$ cat config.mk
export PLATFORM = sky130hd
export DESIGN_NAME = encoder16_4_arb
export DESIGN_NICKNAME = d
export VERILOG_FILES = /design/src/rtl/encoder16_4_arb.sv
export SDC_FILE = /design/constraint.sdc
export NUM_CORES = 1
export LEC_CHECK = 0
export BUFFER_PORTS_ARGS = -buffer_cell sky130_fd_sc_hd__buf_2
export CORE_MARGIN = 2
export CORE_UTILIZATION = 50
export DETAILED_ROUTE_END_ITERATION = 10
export MAX_ROUTING_LAYER = met4
export PLACE_DENSITY_LB_ADDON = 0.2
export SYNTH_ARGS = -nofsm -noshare
export SYNTH_HDL_FRONTEND = slang
export SYNTH_SLANG_ARGS = --single-unit
$ cat constraint.sdc
create_clock -name CLK -period 5.05 [get_ports CLK]
set_input_delay 1.01 -clock CLK [delete_from_list [all_inputs] [get_ports CLK]]
set_output_delay 1.01 -clock CLK [all_outputs]
set_load 0.005 [all_outputs]
$ cat src/rtl/encoder16_4_arb.sv
// ---------------------------------------------------------------------------
// encoder16_4_arb
//
// Request encoder / arbiter in front of the NICNAC16 control unit. Up to 16
// request lines are latched into a pending vector. One pending request at a
// time is presented as a 4-bit index with a valid/acknowledge handshake.
// Selection is either fixed priority (highest index wins) or round robin
// (scan starts at a rotating pointer that moves past the last acked grant).
//
// Parameters:
//   ROUND_ROBIN  0 = fixed priority, 1 = rotating priority
//
// Ports:
//   CLK   in   1   clock, all state changes on the rising edge
//   RST   in   1   asynchronous active-high reset
//   R     in  16   request lines, R[i] pairs with decoder output Di
//   E     in   1   enable: gates request capture and new grants
//   ACK   in   1   consumer acknowledge of the presented index
//   A     out  4   index of the granted request
//   V     out  1   A is valid and held stable
//   PEND  out 16   registered pending-request vector
// ---------------------------------------------------------------------------
module encoder16_4_arb #(
    parameter bit ROUND_ROBIN = 1'b0
) (
    input  logic        CLK,
    input  logic        RST,
    input  logic [15:0] R,
    input  logic        E,
    input  logic        ACK,
    output logic [3:0]  A,
    output logic        V,
    output logic [15:0] PEND
);

    typedef enum logic {
        S_IDLE = 1'b0,
        S_BUSY = 1'b1
    } state_t;

    state_t      r_state;
    state_t      w_state_next;
    logic [15:0] r_pend;
    logic [15:0] w_pend_next;
    logic [15:0] w_req;
    logic [15:0] w_clr;
    logic [3:0]  r_a;
    logic [3:0]  w_a_next;
    logic [3:0]  r_ptr;
    logic [3:0]  w_ptr_next;
    logic [3:0]  w_win;
    logic        r_v;
    logic        w_v_next;
    logic        w_any;

    // Highest set index; an empty vector yields 0 but is never used because
    // a grant is only issued when something is pending.
    function automatic logic [3:0] f_fixed_pick(input logic [15:0] p);
        logic [3:0] idx;
        idx = '0;
        for (int i = 0; i < 16; i++) begin
            if (p[i]) idx = 4'(i);
        end
        return idx;
    endfunction

    // Rotate the vector so the pointer position lands at bit 0, take the
    // lowest set bit of the rotated vector, then add the pointer back.
    // The 4-bit add gives the mod-16 wrap for free.
    function automatic logic [3:0] f_rr_pick(input logic [15:0] p,
                                             input logic [3:0]  ptr);
        logic [31:0] dbl;
        logic [15:0] rot;
        logic [3:0]  off;
        dbl = {p, p} >> ptr;
        rot = dbl[15:0];
        off = '0;
        for (int i = 15; i >= 0; i--) begin
            if (rot[i]) off = 4'(i);
        end
        return ptr + off;
    endfunction

    assign w_any = |r_pend;
    assign w_win = ROUND_ROBIN ? f_rr_pick(r_pend, r_ptr) : f_fixed_pick(r_pend);

    // Pending vector: clear the acked bit, then OR in new requests so that a
    // request on the acked line in the same cycle keeps it pending.
    always_comb begin
        w_clr = '0;
        if (r_state == S_BUSY && ACK) begin
            w_clr = 16'h0001 << r_a;
        end
        w_req       = R & {16{E}};
        w_pend_next = (r_pend & ~w_clr) | w_req;
    end

    // Grant FSM: IDLE selects from the registered pending vector, BUSY holds
    // the index until acknowledged. ACK in IDLE falls through untouched.
    always_comb begin
        w_state_next = r_state;
        w_a_next     = r_a;
        w_v_next     = r_v;
        w_ptr_next   = r_ptr;
        case (r_state)
            S_IDLE: begin
                if (E && w_any) begin
                    w_a_next     = w_win;
                    w_v_next     = 1'b1;
                    w_state_next = S_BUSY;
                end
            end
            S_BUSY: begin
                if (ACK) begin
                    w_v_next     = 1'b0;
                    w_state_next = S_IDLE;
                    if (ROUND_ROBIN) begin
                        w_ptr_next = r_a + 4'd1;
                    end
                end
            end
            default: begin
                w_v_next     = 1'b0;
                w_state_next = S_IDLE;
            end
        endcase
    end

    always_ff @(posedge CLK or posedge RST) begin
        if (RST) begin
            r_state <= S_IDLE;
            r_pend  <= '0;
            r_a     <= '0;
            r_v     <= 1'b0;
            r_ptr   <= '0;
        end else begin
            r_state <= w_state_next;
            r_pend  <= w_pend_next;
            r_a     <= w_a_next;
            r_v     <= w_v_next;
            r_ptr   <= w_ptr_next;
        end
    end

    assign A    = r_a;
    assign V    = r_v;
    assign PEND = r_pend;

endmodule

==> results by group, run 1 <==
Finish
  • Antenna diode count: 0
  • Post-layout nets: 181
  • Share of layout cells above drive strength 1: 29.6%
  • Layout overhead on the synthesized area: 22.5%
  • FILL cells: 191
  • Fin cells: 186
  • Fin util: 65.8%

Hold path
  • WHS Path Cells: 1
  • HP Class: reg -> reg

Worst setup path
  • Crit path DAT: 1.04 ns
  • Stages on worst setup path: 1
  • Req. time, crit path: 4.04 ns
  • Crit-path cells: buf_2
  • CP Capture Type: output pin
  • Slowest CP cell: dfrtp_1
  • Slowest Stage Delay on Critical Path: 0.55 ns
  • Reg2Reg Depth: 5
  • Type of element launching the critical path: register
  • Crit-path leading delay family: flip-flops
  • Max FO, Critical Path: 10
  • Crit path kind: reg -> out
  • Worst Path Buf+Inv: 1

Yosys
  • Register area share after synthesis: 51.2%
  • Area contributors post-synth: dfrtp_1 (51%), nand2_1 (10%), o21ai_0 (6.5%)
  • Synth Net Count: 140
  • Yosys top cell area share: 51.2%
  • Post-synth EDFFs: 0
  • Most frequent cell after synthesis: nand2_1
  • Yosys top cell by area: dfrtp_1
  • Syn Inst Count: 120
  • Commonest cells post-synth: nand2_1 (30), dfrtp_1 (22), o21ai_0 (14)
  • FF+latch count, synth: 22
  • Netlist cell types: 28
  • Async SR Flop Fraction: 100%
  • Synthesized area: 1070 sq um
  • Synth Flop Type: dfrtp_1
  • Ys Warns: 0
  • Syn_area_per_cell: 8.96 sq um

Clock tree
  • Clk pin slew, worst setup/hold paths: 0.12 ns
  • Post-CTS Resized: 0
  • Max clock buf depth: 2
  • Clock Sinks: 22
  • H-tree Lvls: 1
  • CTS root buf: clkbuf_4
  • Post-CTS setup buffers: 0
  • Number of hold buffers added after cts: 0
  • CTS Buf Count: 3
  • CTS tree: built
  • Clock Latency Late Sink: 0.30 ns

Route
  • Routed WL: 2.68 mm
  • Drt first pass iters: 4
  • Vias per std cell: 5.56
  • Vias after detailed routing: 1035
  • Post-route ant nets: 0
  • Remaining DRCs: 0
  • WL/cell: 14.4 microns
  • Drt first-iter violations: 41

Place
  • Dpl cells: 183
  • IO Port Bufs: 40
  • HPWL after detailed placement: 1.93 mm
  • Gpl congestion: 0.828

STA
  • Setup violators final: 0
  • Tmin final: 2.05 ns
  • Clock Skew: 0.00481 ns
  • Max-slew violations: 0
  • RSZ-0062 raised after global routing: no
  • Fin. Hold Viols: 0
  • Fin crit share: 40.6%
  • Worst slew margin: 43.0%
  • Fmax: 488 MHz
  • Setup TNS: 0 ns
  • Worst-margin pin slew: 0.854 ns
  • Final hold slack: 0.507 ns

Power
  • Int Pwr: 0.249 mW
  • Power Total: 0.356 mW
  • Clock power frac: 22.2%
  • Combinational power share: 17.3%
  • NetSw: 0.108 mW
  • PwrDens: 271 nW/um^2
  • Static Leak: 0.551 nW
  • Sequential group share of total power: 60.5%
  • Maximum vdd drop: 0.000219 V
  • Sw Share: 30.3%

Floorplanning
  • Die H: 50.4 microns
  • Die Wd: 50.4 microns
  • Initial Util: 53.7%
  • Core box area: 2000 sq um
  • Die area: 2540 sq um
  • Core Rows: 16
  • Io pins: 41

Global routing
  • Vias in the first global route: 946
  • Largest net degree at the start of global routing: 23
  • GRT Util Overall: 23.5%
  • Grt ovf: 0
  • First-pass GRT wire length: 4.37 mm
  • Initial antenna violation count: 0

Status
  • Status: finished clean

Run
  • MaxCap Viol Count: 0
## per-layer routing
| metal | share of wire [%] | GRT usage, % | routed length [microns] | vias to the layer above |
|---|---|---|---|---|
| met2 | 49 | 36.2 | 1310 | 42 |
| met1 | 44 | 31.9 | 1190 | 489 |
| met3 | 5.9 | 3.57 | 159 | 2 |
| met5 | 0 | - | 0 | - |
| li1 | - | - | - | 502 |
| met4 | 0.56 | 8.11 | 15 | 0 |
## state kept, by name (all words and copies together), names as in the netlist
signal,cells
PEND,16
V,1
r_state,1
A,4
## placed cells by master, fill, tap and decap left out
cell type,instances
nand4_1,2
dfrtp_1,22
a211oi_1,1
a21oi_1,3
o31ai_1,3
o21ai_0,14
a21o_1,2
or3_1,1
a31oi_1,1
nand2b_1,3
o41ai_1,2
inv_1,6
mux2i_1,1
nand3_1,1
nand2_1,30
nor4_1,1
o211ai_1,1
nor3_1,3
nor2b_1,1
a22o_1,2
nor4_4,1
or4_1,2
o21ai_1,1
nor2_1,8
clkbuf_4,3
nor3b_2,1
or4_4,2
buf_2,40
a221oi_1,1
## stage by stage
stage | worst slack [ns] | instance area (sq um)
2_1_floorplan | 2.99 | 1070
3_3_place_gp | 2.83 | 1290
3_5_place_dp | 2.77 | 1290
4_1_cts | 3.00 | 1320
5_1_grt | 2.95 | 1320
6_report | 3.00 | 1320
## power by group through the flow
| stage | sequential, mW | clock, mW | combinational [mW] |
|---|---|---|---|
| final | 0.216 | 0.0791 | 0.0618 |
| after global routing | 0.218 | 0.0888 | 0.0699 |
| after CTS | 0.215 | 0.0824 | 0.0626 |
| after detailed placement | 0.218 | 0 | 0.0618 |
| after global placement | 0.218 | 0 | 0.0603 |
| after floorplan | 0.214 | 0 | 0.0323 |
## path summary, 6_finish.rpt
check                          from       end  slack [ns]
max                            A[2]      A[2]        3.00
min                               V         V        0.51
max reg2reg                PEND[12]      A[0]        3.20
min reg2reg                       V         V        0.51
max in group asynchronous       RST  PEND[11]        3.66
min in group asynchronous       RST   PEND[5]        0.86
## area by class of cell
class	count	area (sq um)	area share (%)
repair buffers	40	200	15.2
inverters	6	22.5	1.71
flip-flops and latches	22	551	41.8
well taps	27	33.8	2.57
clock buffers	3	22.5	1.71
multi-input cells	88	487	37.0
## cell families after synthesis
group	Yosys count	synth area share (%)
muxes	1	0.931
and+or+nand+nor	56	26.4
DFF	22	51.2
buffers and inverters	10	3.49
AOI/OAI and AO/OA	31	17.9
No activity file was read; power rests on OpenSTA's default activity.
==> run 2, diff against run 1 <==
CORE_UTILIZATION = 43   (was 50)
clock period = 1.7 ns   (was 5.05 ns; I/O delays follow)
==> run 2 against run 1 <==
Against the previous run: the flow now finishes with violations (negative setup slack); sequential power rose to 2.9 times the previous value; cell area up 10%; non-clock buffer count rose by 16; via count increased by 7.7%; combinational power rose to 4.0 times the previous value; die area rose by 15%; clock power grew to 3.0 times the previous value; clock skew fell by 0.00086 ns; register-to-register slack got worse by 3.3 ns; final cell count rose by 10%; largest cell class unchanged.
==> results by group, run 2 (synthesis results as in run 1) <==
STA
  • Tmin final: 1.77 ns
  • Max-slew violations: 0
  • Fin crit share: 104%
  • Worst slew margin: 71.9%
  • Setup violators final: 5
  • Final setup margin: -0.0683 ns
  • Fin. Hold Viols: 0
  • Fmax: 566 MHz
  • Setup TNS: -0.192 ns
  • Worst-margin pin slew: 0.422 ns
  • Clock Skew: 0.00395 ns
  • RSZ-0062 raised after global routing: yes

Global routing
  • Largest net degree at the start of global routing: 23
  • Vias in the first global route: 1070
  • First-pass GRT wire length: 4.97 mm
  • Grt ovf: 0
  • Initial antenna violation count: 0
  • GRT Util Overall: 24.5%

Finish
  • Seq. cell area: 551 sq um
  • Max reg flops: 16
  • Area of the multi-input gates: 497 sq um
  • Post-layout nets: 197
  • Layout overhead on the synthesized area: 34.9%
  • FILL cells: 248
  • Commonest non-fill, non-tap cell in the layout: buf_2
  • Most frequent cells in the layout: buf_2 (40), nand2_1 (30), dfrtp_1 (22), buf_4 (16), o21ai_0 (14)
  • Share of layout cells above drive strength 1: 36.6%
  • Antenna diode count: 0

Floorplanning
  • Die Wd: 54.0 microns
  • Die area: 2920 sq um
  • Die H: 54.0 microns
  • Initial Util: 44.2%
  • Io pins: 41
  • Core Rows: 18
  • Core box area: 2430 sq um

Clock tree
  • Post-CTS setup buffers: 0
  • Clock Sinks: 22
  • Clk pin slew, worst setup/hold paths: 0.12 ns
  • CTS Buf Count: 3
  • CTS root buf: clkbuf_4
  • H-tree Lvls: 1
  • Clock Latency Late Sink: 0.31 ns
  • Max clock buf depth: 2
  • CTS tree: built

Worst setup path
  • CP Capture Type: register
  • Req. time, crit path: 1.88 ns
  • Slowest Stage Delay on Critical Path: 0.57 ns
  • Crit path DAT: 1.95 ns
  • Type of element launching the critical path: register
  • Max FO, Critical Path: 10
  • Slowest CP cell: or4_4
  • Crit path kind: reg -> reg
  • Crit-path cells: or4_4 > nor4_4 > nor3b_4 > o21ai_0 > o21ai_0
  • Cell mode on critical path: o21ai_0

Status
  • Failing checks: negative setup slack
  • Status: complete, but fails checks

Route
  • Post-route ant nets: 0
  • Drt first pass iters: 4
  • Drt first-iter violations: 42
  • Vias after detailed routing: 1115
  • Remaining DRCs: 0
  • Vias per std cell: 5.44
  • WL/cell: 14.9 microns
  • Routed WL: 3.05 mm

Power
  • Static Leak: 0.622 nW
  • Maximum vdd drop: 0.000502 V
  • PwrDens: 765 nW/um^2

Run
  • MaxCap Viol Count: 0

Place
  • Gpl congestion: 0.843
  • Dpl ws: -0.0527 ns
  • IO Port Bufs: 40
  • HPWL after detailed placement: 2.32 mm

Hold path
  • HP Class: in -> async
run 2: cell types whose count changed in the layout (fill, tap and decap cells not counted):
cell     delta
buf_4      +16
nor3b_2     -1
nor3b_4     +1
or4_1       -1
or4_4       +1
run 2: layer usage:
metal  track usage (%)  vias up  part of all wire, %
met5                 -        -                    0
met4              7.50        0                  1.3
met3              2.50        4                  6.4
met2              39.6       39                   50
met1              32.4      535                   42
li1                  -      537                    -
run 2: repair_timing:
| item | CTS | global route |
|---|---|---|
| gates cloned | 0 | 0 |
| pin swaps | 1 | 0 |
| setup endpoints to repair | 6 | 6 |
| resized for setup | 1 | 1 |
| hold buffers | 0 | 0 |
run 2: path summary, 6_finish.rpt:
kind / from / to / slack [ns] / depth (start not counted)
setup reg to reg: PEND[8] / A[3] / -0.07 / 5
min in group CLK: R[11] / PEND[11] / 0.21 / 3
max in group asynchronous: RST / PEND[0] / 1.43 / 3
hold reg to reg: V / V / 0.50 / 1
setup / recovery: PEND[8] / A[3] / -0.07 / 5
hold / removal: RST / PEND[5] / 0.04 / 3
run 2: critical path: cells and delay by family, from the launching register on:
kind            cells  cell delay (ns)
compound gates      2             0.22
flops               1             0.39
simple gates        3             1.03
run 2: area by class of cell:
| class | instances | share of cell area [%] |
|---|---|---|
| clock buffers | 3 | 1.55 |
| inverters | 6 | 1.55 |
| multi-input cells | 88 | 34.3 |
| flip-flops and latches | 22 | 38.0 |
| well taps | 30 | 2.59 |
| repair buffers | 56 | 22.1 |
run 2: power by group:
group / leakage [nW] / switching (mW) / total (mW) / internal (mW)
clock: 0.0138 / 0.154 / 0.237 / 0.0829
sequential: 0.205 / 0.0585 / 0.628 / 0.570
combinational: 0.403 / 0.126 / 0.245 / 0.119
total: 0.622 / 0.338 / 1.11 / 0.772
run 2: through the flow:
step	std cells	instance area [sq um]	total power, mW	utilization [%]	hold WS, ns
detailed placement	202	1420	0.878	58.3	0.400
floorplan	120	1070	0.732	-	0.329
CTS	205	1450	1.12	59.5	0.0601
finish	205	1450	1.11	59.6	0.0449
global route	205	1450	1.17	59.6	0.0872
global placement	202	1420	0.872	58.3	0.384
